<file path="config.mk">
export PLATFORM = sky130hd
export DESIGN_NAME = recovery_lock_ctrl
export DESIGN_NICKNAME = d
export VERILOG_FILES = /design/src/rtl/recovery_pkg.sv /design/src/rtl/rec_watchdog.sv /design/src/rtl/recovery_lock_ctrl.sv
export SDC_FILE = /design/constraint.sdc
export NUM_CORES = 1
export LEC_CHECK = 0
export CAP_MARGIN = 15
export CELL_PAD_IN_SITES_DETAIL_PLACEMENT = 1
export CELL_PAD_IN_SITES_GLOBAL_PLACEMENT = 1
export CORE_ASPECT_RATIO = 1.25
export CORE_MARGIN = 2
export CORE_UTILIZATION = 44
export DETAILED_ROUTE_END_ITERATION = 16
export PLACE_DENSITY = 0.89
export SLEW_MARGIN = 20
export SYNTH_ARGS = -nofsm -noshare
export SYNTH_HDL_FRONTEND = slang
export SYNTH_HIERARCHICAL = 1
export SYNTH_SLANG_ARGS = --single-unit
</file>
<file path="constraint.sdc">
create_clock -name clk_200M -period 5.3 [get_ports clk_200M]
set_input_delay 1.06 -clock clk_200M [delete_from_list [all_inputs] [get_ports clk_200M]]
set_output_delay 1.06 -clock clk_200M [all_outputs]
set_load 0.01 [all_outputs]
</file>
<file path="src/rtl/recovery_pkg.sv">
// Shared types and constants for the bit-clock recovery lock controller and estimator.
// State encoding is visible on the controller's state output, so values are fixed.
package recovery_pkg;
    typedef enum logic [1:0] {
        ST_IDLE    = 2'd0,
        ST_ACQUIRE = 2'd1,
        ST_LOCKED  = 2'd2,
        ST_LOST    = 2'd3
    } rec_state_t;

    localparam int PERIOD_W_DEF = 16;

    // Estimator control polarity: est_clear reloads the initial period, est_hold freezes updates.
    localparam logic EST_CLEAR_PULSE = 1'b1;
    localparam logic EST_CLEAR_IDLE  = 1'b0;
    localparam logic EST_HOLD_FREEZE = 1'b1;
    localparam logic EST_HOLD_TRACK  = 1'b0;
endpackage

</file>
<file path="src/rtl/rec_watchdog.sv">
// Edge-activity watchdog: counts cycles since the last edge, pulses timeout at TIMEOUT-1
// and restarts, so a persistent silence produces one pulse every TIMEOUT cycles.
module rec_watchdog #(
    parameter int TIMEOUT = 4096
) (
    input  logic clk_200M,
    input  logic rst,
    input  logic clr,
    input  logic edge_det,
    output logic timeout
);
    localparam int            CW   = $clog2(TIMEOUT + 1);
    localparam logic [CW-1:0] TC   = CW'(TIMEOUT - 1);
    localparam logic [CW-1:0] CMAX = {CW{1'b1}};

    logic [CW-1:0] idle_cnt_q, idle_cnt_d;

    // An edge in the terminal cycle wins: the counter clears and no pulse is issued.
    assign timeout = !clr && !edge_det && (idle_cnt_q == TC);

    always_comb begin
        idle_cnt_d = idle_cnt_q;
        if (clr || edge_det || timeout) begin
            idle_cnt_d = '0;
        end else if (idle_cnt_q != CMAX) begin
            idle_cnt_d = idle_cnt_q + 1'b1;
        end
    end

    always_ff @(posedge clk_200M) begin
        if (rst) begin
            idle_cnt_q <= '0;
        end else begin
            idle_cnt_q <= idle_cnt_d;
        end
    end
endmodule

</file>
<file path="src/rtl/recovery_lock_ctrl.sv">
// Lock/acquisition sequencer for the minimum-interval period estimator; all outputs registered.
// Optional LOCK_STATS_EN adds a saturating relock_count output (reset by rst only).
module recovery_lock_ctrl
    import recovery_pkg::*;
#(
    parameter int PERIOD_W     = PERIOD_W_DEF,
    parameter int ACQ_EDGES    = 16,
    parameter int TOL          = 2,
    parameter int MAX_RUN_LOG2 = 3,
    parameter int ERR_LIMIT    = 4,
    parameter int TIMEOUT      = 4096
) (
    input  logic                clk_200M,
    input  logic                rst,
    input  logic                enable,
    input  logic                edge_det,
    input  logic [PERIOD_W-1:0] interval_in,
    input  logic [PERIOD_W-1:0] period_in,
    output logic                est_clear,
    output logic                est_hold,
    output logic                locked,
    output logic                lock_lost,
    output logic [PERIOD_W-1:0] period_lock,
    output logic [1:0]          state
`ifdef LOCK_STATS_EN
    ,
    output logic [7:0]          relock_count
`endif
);
    localparam int            SC_W   = $clog2(ACQ_EDGES + 1);
    localparam logic [SC_W-1:0] SC_MAX = SC_W'(ACQ_EDGES - 1);
    localparam int            EC_W   = $clog2(ERR_LIMIT + 1);
    localparam logic [EC_W-1:0] EC_LIM = EC_W'(ERR_LIMIT);
    localparam int            HI_W   = PERIOD_W + MAX_RUN_LOG2;

    rec_state_t            state_q;
    logic                  est_clear_q, est_hold_q, locked_q, lock_lost_q;
    logic [PERIOD_W-1:0]   period_lock_q, last_period_q;
    logic [SC_W-1:0]       stable_cnt_q;
    logic [EC_W-1:0]       err_cnt_q;

    logic                  wd_clr, wd_timeout;
    logic [SC_W-1:0]       stable_d;
    logic [EC_W-1:0]       err_inc, err_dec;
    logic [PERIOD_W-1:0]   lo_bound;
    logic [HI_W-1:0]       hi_bound;
    logic                  bad_edge;

    assign wd_clr = !enable || (state_q == ST_IDLE) || (state_q == ST_LOST);

    rec_watchdog #(.TIMEOUT(TIMEOUT)) u_wd (
        .clk_200M (clk_200M),
        .rst      (rst),
        .clr      (wd_clr),
        .edge_det (edge_det),
        .timeout  (wd_timeout)
    );

    assign stable_d = (period_in != last_period_q) ? '0 :
                      (stable_cnt_q == SC_MAX)     ? stable_cnt_q : stable_cnt_q + 1'b1;

    // Lower bound floors at zero; upper bound is widened so the shift never truncates.
    assign lo_bound = (period_lock_q >= PERIOD_W'(TOL)) ? period_lock_q - PERIOD_W'(TOL) : '0;
    assign hi_bound = {period_lock_q, {MAX_RUN_LOG2{1'b0}}};
    assign bad_edge = (interval_in < lo_bound) ||
                      ({{MAX_RUN_LOG2{1'b0}}, interval_in} > hi_bound);
    assign err_inc  = err_cnt_q + 1'b1;
    assign err_dec  = (err_cnt_q == '0) ? '0 : err_cnt_q - 1'b1;

    always_ff @(posedge clk_200M) begin
        if (rst) begin
            state_q       <= ST_IDLE;
            est_clear_q   <= EST_CLEAR_IDLE;
            est_hold_q    <= EST_HOLD_TRACK;
            locked_q      <= 1'b0;
            lock_lost_q   <= 1'b0;
            period_lock_q <= '0;
            last_period_q <= '0;
            stable_cnt_q  <= '0;
            err_cnt_q     <= '0;
        end else begin
            est_clear_q <= EST_CLEAR_IDLE;
            lock_lost_q <= 1'b0;
            if (!enable) begin
                state_q      <= ST_IDLE;
                est_hold_q   <= EST_HOLD_TRACK;
                locked_q     <= 1'b0;
                stable_cnt_q <= '0;
                err_cnt_q    <= '0;
            end else begin
                case (state_q)
                    ST_IDLE: begin
                        state_q      <= ST_ACQUIRE;
                        est_clear_q  <= EST_CLEAR_PULSE;
                        stable_cnt_q <= '0;
                    end
                    ST_ACQUIRE: begin
                        if (wd_timeout) begin
                            est_clear_q  <= EST_CLEAR_PULSE;
                            stable_cnt_q <= '0;
                        end else if (edge_det) begin
                            last_period_q <= period_in;
                            stable_cnt_q  <= stable_d;
                            if (stable_d == SC_MAX) begin
                                period_lock_q <= period_in;
                                state_q       <= ST_LOCKED;
                                locked_q      <= 1'b1;
                                est_hold_q    <= EST_HOLD_FREEZE;
                                err_cnt_q     <= '0;
                            end
                        end
                    end
                    ST_LOCKED: begin
                        if (wd_timeout || (edge_det && bad_edge && err_inc == EC_LIM)) begin
                            state_q     <= ST_LOST;
                            lock_lost_q <= 1'b1;
                            locked_q    <= 1'b0;
                            est_hold_q  <= EST_HOLD_TRACK;
                        end else if (edge_det) begin
                            err_cnt_q <= bad_edge ? err_inc : err_dec;
                        end
                    end
                    default: begin
                        state_q      <= ST_ACQUIRE;
                        est_clear_q  <= EST_CLEAR_PULSE;
                        stable_cnt_q <= '0;
                        err_cnt_q    <= '0;
                    end
                endcase
            end
        end
    end

`ifdef LOCK_STATS_EN
    logic [7:0] relock_count_q;
    // lock_lost_q is high exactly once per LOST entry, so it doubles as the count strobe.
    always_ff @(posedge clk_200M) begin
        if (rst) begin
            relock_count_q <= '0;
        end else if (lock_lost_q && relock_count_q != 8'hFF) begin
            relock_count_q <= relock_count_q + 8'd1;
        end
    end
    assign relock_count = relock_count_q;
`endif

    assign est_clear   = est_clear_q;
    assign est_hold    = est_hold_q;
    assign locked      = locked_q;
    assign lock_lost   = lock_lost_q;
    assign period_lock = period_lock_q;
    assign state       = state_q;
endmodule

</file>
==> results of run 1 <==
[power by group]
group | total (W) | leakage [nW] | internal (W) | switching, W
logic | 0.000111 | 1.19 | 0.0000531 | 0.0000578
registers | 0.000443 | 0.468 | 0.000440 | 0.00000332
clock network | 0.000461 | 0.110 | 0.000288 | 0.000173
[cell families after synthesis]
| family | count (synthesis) | synth area share [%] |
|---|---|---|
| AO/OA/AOI/OAI | 87 | 15.22 |
| XOR/XNOR | 29 | 6.517 |
| adder cells (fa/ha/maj) | 41 | 13.16 |
| buffers and inverters | 45 | 4.558 |
| flip-flops | 58 | 29.79 |
| multiplexers | 23 | 5.907 |
| AND/OR/NAND/NOR | 189 | 24.85 |
[routing by layer]
metal	global-route usage, %	up-vias
li1	-	1778
met1	26.45	1744
met2	48.39	67
met3	4.315	29
met4	12.23	0
met5	0	-
[per-stage QoR]
step	utilization, %	hold WS, ns	cells
6_report	55.23	0.4701	650
5_1_grt	55.23	0.4966	650
3_3_place_gp	52.70	0.4535	635
4_1_cts	55.23	0.4709	650
2_1_floorplan	-	0.4478	472
3_5_place_dp	52.70	0.4623	635
[synthesized netlist by cell type (all sizes together), types with 2 or more instances]
master and number:
nor2b 3, a31oi 3, nand2 65, a211o 2
inv 30, a2111o 2, mux2i 23, a21oi 34
o211ai 2, dfxtp 58, xnor2 8, or2 2
a211oi 5, nor3 11, nor4 11, nand4 13
nand3 16, clkbuf 12, or3 8, buf 3
nand2b 4, xor2 21, and2 2, a21o 5
o21ai 17, ha 41, and3 6, nor2 42
o31ai 4
[flip-flops by register name, indices dropped and copies added, names as in the netlist]
name and count:
state 2, stable_cnt_q 5, last_period_q 16, u_wd/idle_cnt_q 13, err_cnt_q 3, est_clear 1
locked 1, period_lock 16, lock_lost 1
[worst reg2reg max path, delay by kind of cell, from the launching register on]
family                     cells  cell delay, ns
AOI/OAI and AO/OA              7            1.88
and+or+nand+nor                5            1.53
DFF                            1            0.36
adders and majority gates      1            0.24
[worst min path at each step]
| stage | start | end | slack, ns | cells after the start |
|---|---|---|---|---|
| final | last_period_q[1]$_SDFFE_PP0P_ | last_period_q[1]$_SDFFE_PP0P_ | 0.47 | 2 |
| after global routing | last_period_q[12]$_SDFFE_PP0P_ | last_period_q[12]$_SDFFE_PP0P_ | 0.50 | 2 |
| after CTS | last_period_q[1]$_SDFFE_PP0P_ | last_period_q[1]$_SDFFE_PP0P_ | 0.47 | 2 |
| after detailed placement | last_period_q[1]$_SDFFE_PP0P_ | last_period_q[1]$_SDFFE_PP0P_ | 0.46 | 2 |
| after global placement | last_period_q[15]$_SDFFE_PP0P_ | last_period_q[15]$_SDFFE_PP0P_ | 0.45 | 2 |
| after floorplan | last_period_q[0]$_SDFFE_PP0P_ | last_period_q[0]$_SDFFE_PP0P_ | 0.45 | 2 |
[layout make-up]
| type | count | share of cell area [%] |
|---|---|---|
| well taps | 120 | 3.141 |
| flip-flops and latches | 58 | 24.29 |
| repair buffers | 58 | 12.09 |
| clock buffers | 13 | 3.325 |
| multi-input cells | 369 | 53.53 |
| inverters | 30 | 2.356 |
| clock inverters | 2 | 1.257 |
==> results.py, run 1 <==
metrics = {
    "drt": {
        "drt-wirelength-per-cell_um": 17.61,
        "highest_layer": "met4",
        "ant_nets": 0,
        "met1_length_um": 4637,
        "dr.pass1.iters": 4,
        "drc": 0,
        "drtIter0Drc": 111,
        "wirelength_um": 11450,
        "vias": 3618,
        "wl_met3_um": 346,
        "viasPerCell": 5.566,
        "met2WireLength_um": 6090,
    },
    "timing": {
        "slew_headroom_pct": 31.02,
        "min_period_over_period_pct": 77.02,
        "clock.fmax_ghz": 0.2450,
        "setup_viol": 0,
        "tns_ns": 0,
        "finClkSkew_ns": 0.005337,
        "final_hold_viol_count": 0,
        "period_needed_ns": 4.082,
        "rsz0062_at_grt": "no",
        "fin_ws_ns": 1.218,
        "worst_pin_slew_ns": 1.034,
        "finalMaxSlewViolations": 0,
    },
    "floorplanning": {
        "chipHeight_um": 109.2,
        "die_width_um": 88.18,
        "dieArea_um2": 9631,
        "io-pin-count": 58,
        "row_count": 38,
        "initial_core_util_pct": 45.04,
        "fp.coreArea_um2": 8653,
    },
    "synthesis": {
        "synth-seq-cells": 58,
        "synth_top_area_share_pct": 29.79,
        "synth_area_per_cell_um2": 8.257,
        "yosysWarnings": 6,
        "synthCells": 472,
        "synth_cell_types": 61,
        "synth_area_um2": 3897,
        "yosys-top-cells-area": "dfxtp_1 (30%), ha_1 (13%), nand2_1 (6.3%)",
        "synth_edf_count": 0,
        "syn_nets": 549,
        "synth_ff_type": "dfxtp_1",
        "synth_top_area_cell": "dfxtp_1",
        "ys_seq_area_share_pct": 29.79,
        "synth-async-reset-ratio_pct": 0,
    },
    "clock_network": {
        "ctsLongestPathBuffers": 2,
        "htreeDepth": 3,
        "cts_setup_buffers": 0,
        "cts_inserted_buffers": 9,
        "cts_tree": "built",
        "cts_root_buf": "clkbuf_8",
        "cts.clk_slew.worst_paths_ns": 0.07,
        "cts_sinks": 58,
        "hold_buffers": 0,
        "cts_resized": 0,
        "clk_latency_ns": 0.35,
    },
    "setup_path": {
        "critical_path_class": "flip-flop to flip-flop",
        "endpoint_kind": "flip-flop",
        "critical_path_required_ns": 5.57,
        "ff2ff_path_depth": 13,
        "critPathBufInv": 0,
        "crit_path_start": "period_lock[13]$_SDFFE_PP0P_",
        "path_depth": 13,
        "slowest_stage": "or3b_2",
        "crit_end": "err_cnt_q[2]$_SDFFE_PP0P_",
        "r2r-start": "period_lock[13]$_SDFFE_PP0P_",
        "crit_top_cell": "a21oi_1",
        "start_kind": "flip-flop",
        "critPathTopFamily": "compound AO/OA/AOI/OAI gates",
        "critPathMaxFanout": 13,
        "regToRegSetupSlack_ns": 1.22,
        "crit_chain": "nor3_1, o41a_1, or3b_2, nand2b_1, ha_1, a21o_1, a21oi_1, nand3_1, o31ai_2, a32oi_4, o311ai_1, nand2_1, a21oi_1",
        "slowest_delay_ns": 0.62,
        "cp.arrival_ns": 4.35,
        "regToRegEndpoint": "err_cnt_q[2]$_SDFFE_PP0P_",
    },
    "global_routing": {
        "grt_pass1_vias": 4002,
        "grt_pass1_wl_um": 19060,
        "grt_max_degree": 36,
        "antenna_found_initial": 0,
        "grtUsageTotal_pct": 25.49,
        "gr-total-overflow": 0,
    },
    "place": {
        "port_buffers": 57,
        "pre_cts_ws_ns": 1.153,
        "dp.final_hpwl_um": 8815,
        "routabilityCongestion": 0.9893,
        "dpl_cell_area_um2": 4561,
    },
    "flow_run": {
        "maxCapViolations": 0,
    },
    "power_and_ir_drop": {
        "peakVddDrop_uv": 323.3,
        "power_density_nw_per_um2": 212.5,
        "finalPower_w": 0.001016,
        "p_leak_nw": 1.770,
    },
    "cells_and_area": {
        "syn2layout_area_growth_pct": 22.63,
        "final_common_cell": "nand2_1",
        "seqCellArea_um2": 1161,
        "fillCellCount": 1085,
        "final_area_um2": 4780,
        "drive_gt1_share_pct": 5.472,
        "multi_input_area_um2": 2559,
        "nets": 603,
        "final_cell_mix": "nand2_1 (65), dfxtp_1 (58), clkdlybuf4s50_1 (57), nor2_1 (41), ha_1 (41)",
        "antenna_cells": 0,
    },
    "status": {
        "status": "complete, no violations",
    },
    "hold_path": {
        "hold_class": "flip-flop to flip-flop",
    },
}
(Power assumes the default switching activity.)
==> run 2: changes to the inputs <==
CORE_UTILIZATION = 41   (was 44)
PLACE_DENSITY = 0.84   (was 0.89)
clock period = 4 ns   (was 5.3 ns; I/O delays follow)
==> results.py, run 2 (same netlist as run 1, synthesis figures left out) <==
metrics = {
    "floorplanning": {
        "die_width_um": 91.21,
        "dieArea_um2": 10310,
        "io-pin-count": 58,
        "fp.coreArea_um2": 9174,
        "chipHeight_um": 113.0,
        "row_count": 39,
        "initial_core_util_pct": 42.48,
    },
    "setup_path": {
        "critical_path_class": "flip-flop to flip-flop",
        "r2r-start": "period_lock[3]$_SDFFE_PP0P_",
        "regToRegEndpoint": "state[0]$_SDFFE_PP0P_",
        "critPathMaxFanout": 13,
        "regToRegSetupSlack_ns": 0.18,
        "crit_end": "state[0]$_SDFFE_PP0P_",
        "critPathTopFamily": "simple AND/OR/NAND/NOR gates",
        "crit_path_start": "period_lock[3]$_SDFFE_PP0P_",
        "slowest_stage": "or3b_4",
        "critPathBufInv": 0,
        "cp.arrival_ns": 4.04,
        "path_depth": 13,
        "start_kind": "flip-flop",
        "ff2ff_path_depth": 13,
        "slowest_delay_ns": 0.53,
        "crit_chain": "nor4_4, nand4_2, or3b_4, nand2_1, ha_1, a21o_1, a31oi_1, nand3_1, o31ai_2, a32oi_4, o211ai_1, nand2_1, a211oi_1",
        "critical_path_required_ns": 4.23,
        "endpoint_kind": "flip-flop",
        "crit_top_cell": "nand2_1",
    },
    "clock_network": {
        "cts_sinks": 58,
        "ctsLongestPathBuffers": 2,
        "cts.clk_slew.worst_paths_ns": 0.05,
        "cts_setup_buffers": 0,
        "cts_root_buf": "clkbuf_16",
        "hold_buffers": 0,
        "htreeDepth": 3,
        "cts_resized": 0,
        "cts_inserted_buffers": 9,
        "clk_latency_ns": 0.32,
        "cts_tree": "built",
    },
    "drt": {
        "wirelength_um": 11910,
        "vias": 3696,
        "viasPerCell": 5.583,
        "ant_nets": 0,
        "dr.pass1.iters": 4,
        "drc": 0,
        "drtIter0Drc": 131,
        "drt-wirelength-per-cell_um": 17.99,
    },
    "timing": {
        "min_period_over_period_pct": 95.41,
        "whs_ns": 0.4661,
        "slew_headroom_pct": 57.15,
        "rsz0062_at_grt": "no",
        "final_hold_viol_count": 0,
        "period_needed_ns": 3.816,
        "clock.fmax_ghz": 0.2620,
        "finClkSkew_ns": 0.006103,
        "tns_ns": 0,
        "finalMaxSlewViolations": 0,
        "worst_pin_slew_ns": 0.6428,
        "setup_viol": 0,
    },
    "cells_and_area": {
        "nets": 611,
        "antenna_cells": 0,
        "fillCellCount": 1122,
        "drive_gt1_share_pct": 7.421,
        "final_common_cell": "nand2_1",
        "final_cell_mix": "nand2_1 (65), dfxtp_1 (58), clkdlybuf4s50_1 (57), nor2_1 (41), ha_1 (41)",
        "syn2layout_area_growth_pct": 26.29,
    },
    "place": {
        "dp.final_hpwl_um": 9188,
        "routabilityCongestion": 0.9166,
        "port_buffers": 57,
    },
    "power_and_ir_drop": {
        "power_density_nw_per_um2": 296.7,
        "p_leak_nw": 1.846,
        "peakVddDrop_uv": 212.0,
    },
    "status": {
        "status": "complete, no violations",
    },
    "global_routing": {
        "grt_max_degree": 36,
        "grt_pass1_wl_um": 19040,
        "grtUsageTotal_pct": 23.06,
        "gr-total-overflow": 0,
        "antenna_found_initial": 0,
        "grt_pass1_vias": 3893,
    },
    "flow_run": {
        "maxCapViolations": 0,
    },
    "hold_path": {
        "hold_depth": 2,
        "hold_class": "flip-flop to flip-flop",
    },
}
[run 2: metal layers]
metal	track usage, %	vias up	wire [µm]
li1	-	1801	-
met1	25.76	1793	4840
met2	43.21	79	6387
met3	4.194	23	408
met4	8.687	0	273
met5	0	-	0
[run 2: layout make-up]
type                       count  area [µm²]  area share, %
inverter                      30       112.6          2.288
timing repair buffer          66       638.1          12.96
sequential                    58        1161          23.59
multi-input combinational    369        2572          52.26
clock buffer                  14       274.0          5.567
clock inverter                 2       10.01         0.2034
tap                          123       153.9          3.127
[run 2: worst min-delay path, delay by kind of cell, from the launching register on]
family / cells / cell delay (ns)
flip-flops: 1 / 0.31
AO/OA/AOI/OAI: 1 / 0.05
AND/OR/NAND/NOR: 1 / 0.05
[run 2: worst min path at each step]
stage / start / to / slack (ns)
floorplan: last_period_q[0]$_SDFFE_PP0P_ / last_period_q[0]$_SDFFE_PP0P_ / 0.45
global placement: last_period_q[12]$_SDFFE_PP0P_ / last_period_q[12]$_SDFFE_PP0P_ / 0.45
detailed placement: last_period_q[12]$_SDFFE_PP0P_ / last_period_q[12]$_SDFFE_PP0P_ / 0.46
CTS: last_period_q[12]$_SDFFE_PP0P_ / last_period_q[12]$_SDFFE_PP0P_ / 0.47
global route: last_period_q[12]$_SDFFE_PP0P_ / last_period_q[12]$_SDFFE_PP0P_ / 0.49
finish: last_period_q[12]$_SDFFE_PP0P_ / last_period_q[12]$_SDFFE_PP0P_ / 0.47
[run 2: metrics by stage]
step | power (W) | util [%] | area (µm²) | std cells | setup slack, ns
finish | 0.001460 | 53.66 | 4922 | 662 | 0.1835
global route | 0.001520 | 53.66 | 4922 | 662 | 0.003164
CTS | 0.001473 | 53.51 | 4908 | 662 | 0.04447
detailed placement | 0.0007492 | 50.41 | 4624 | 646 | 0.05648
global placement | 0.0007443 | 50.41 | 4624 | 646 | 0.3770
floorplan | 0.0006720 | - | 3897 | 472 | 0.5670
[run 2: report_power, final]
group	total, W	internal (W)	switching [W]
Combinational	0.000150	0.0000708	0.0000795
Sequential	0.000589	0.000584	0.00000440
Clock	0.000721	0.000467	0.000254
==> run 3: changes to the inputs <==
GPL_ROUTABILITY_DRIVEN = 1   (was unset)
==> results of run 3 <==
Final layout, timing and power as in run 2 (identical DEF).
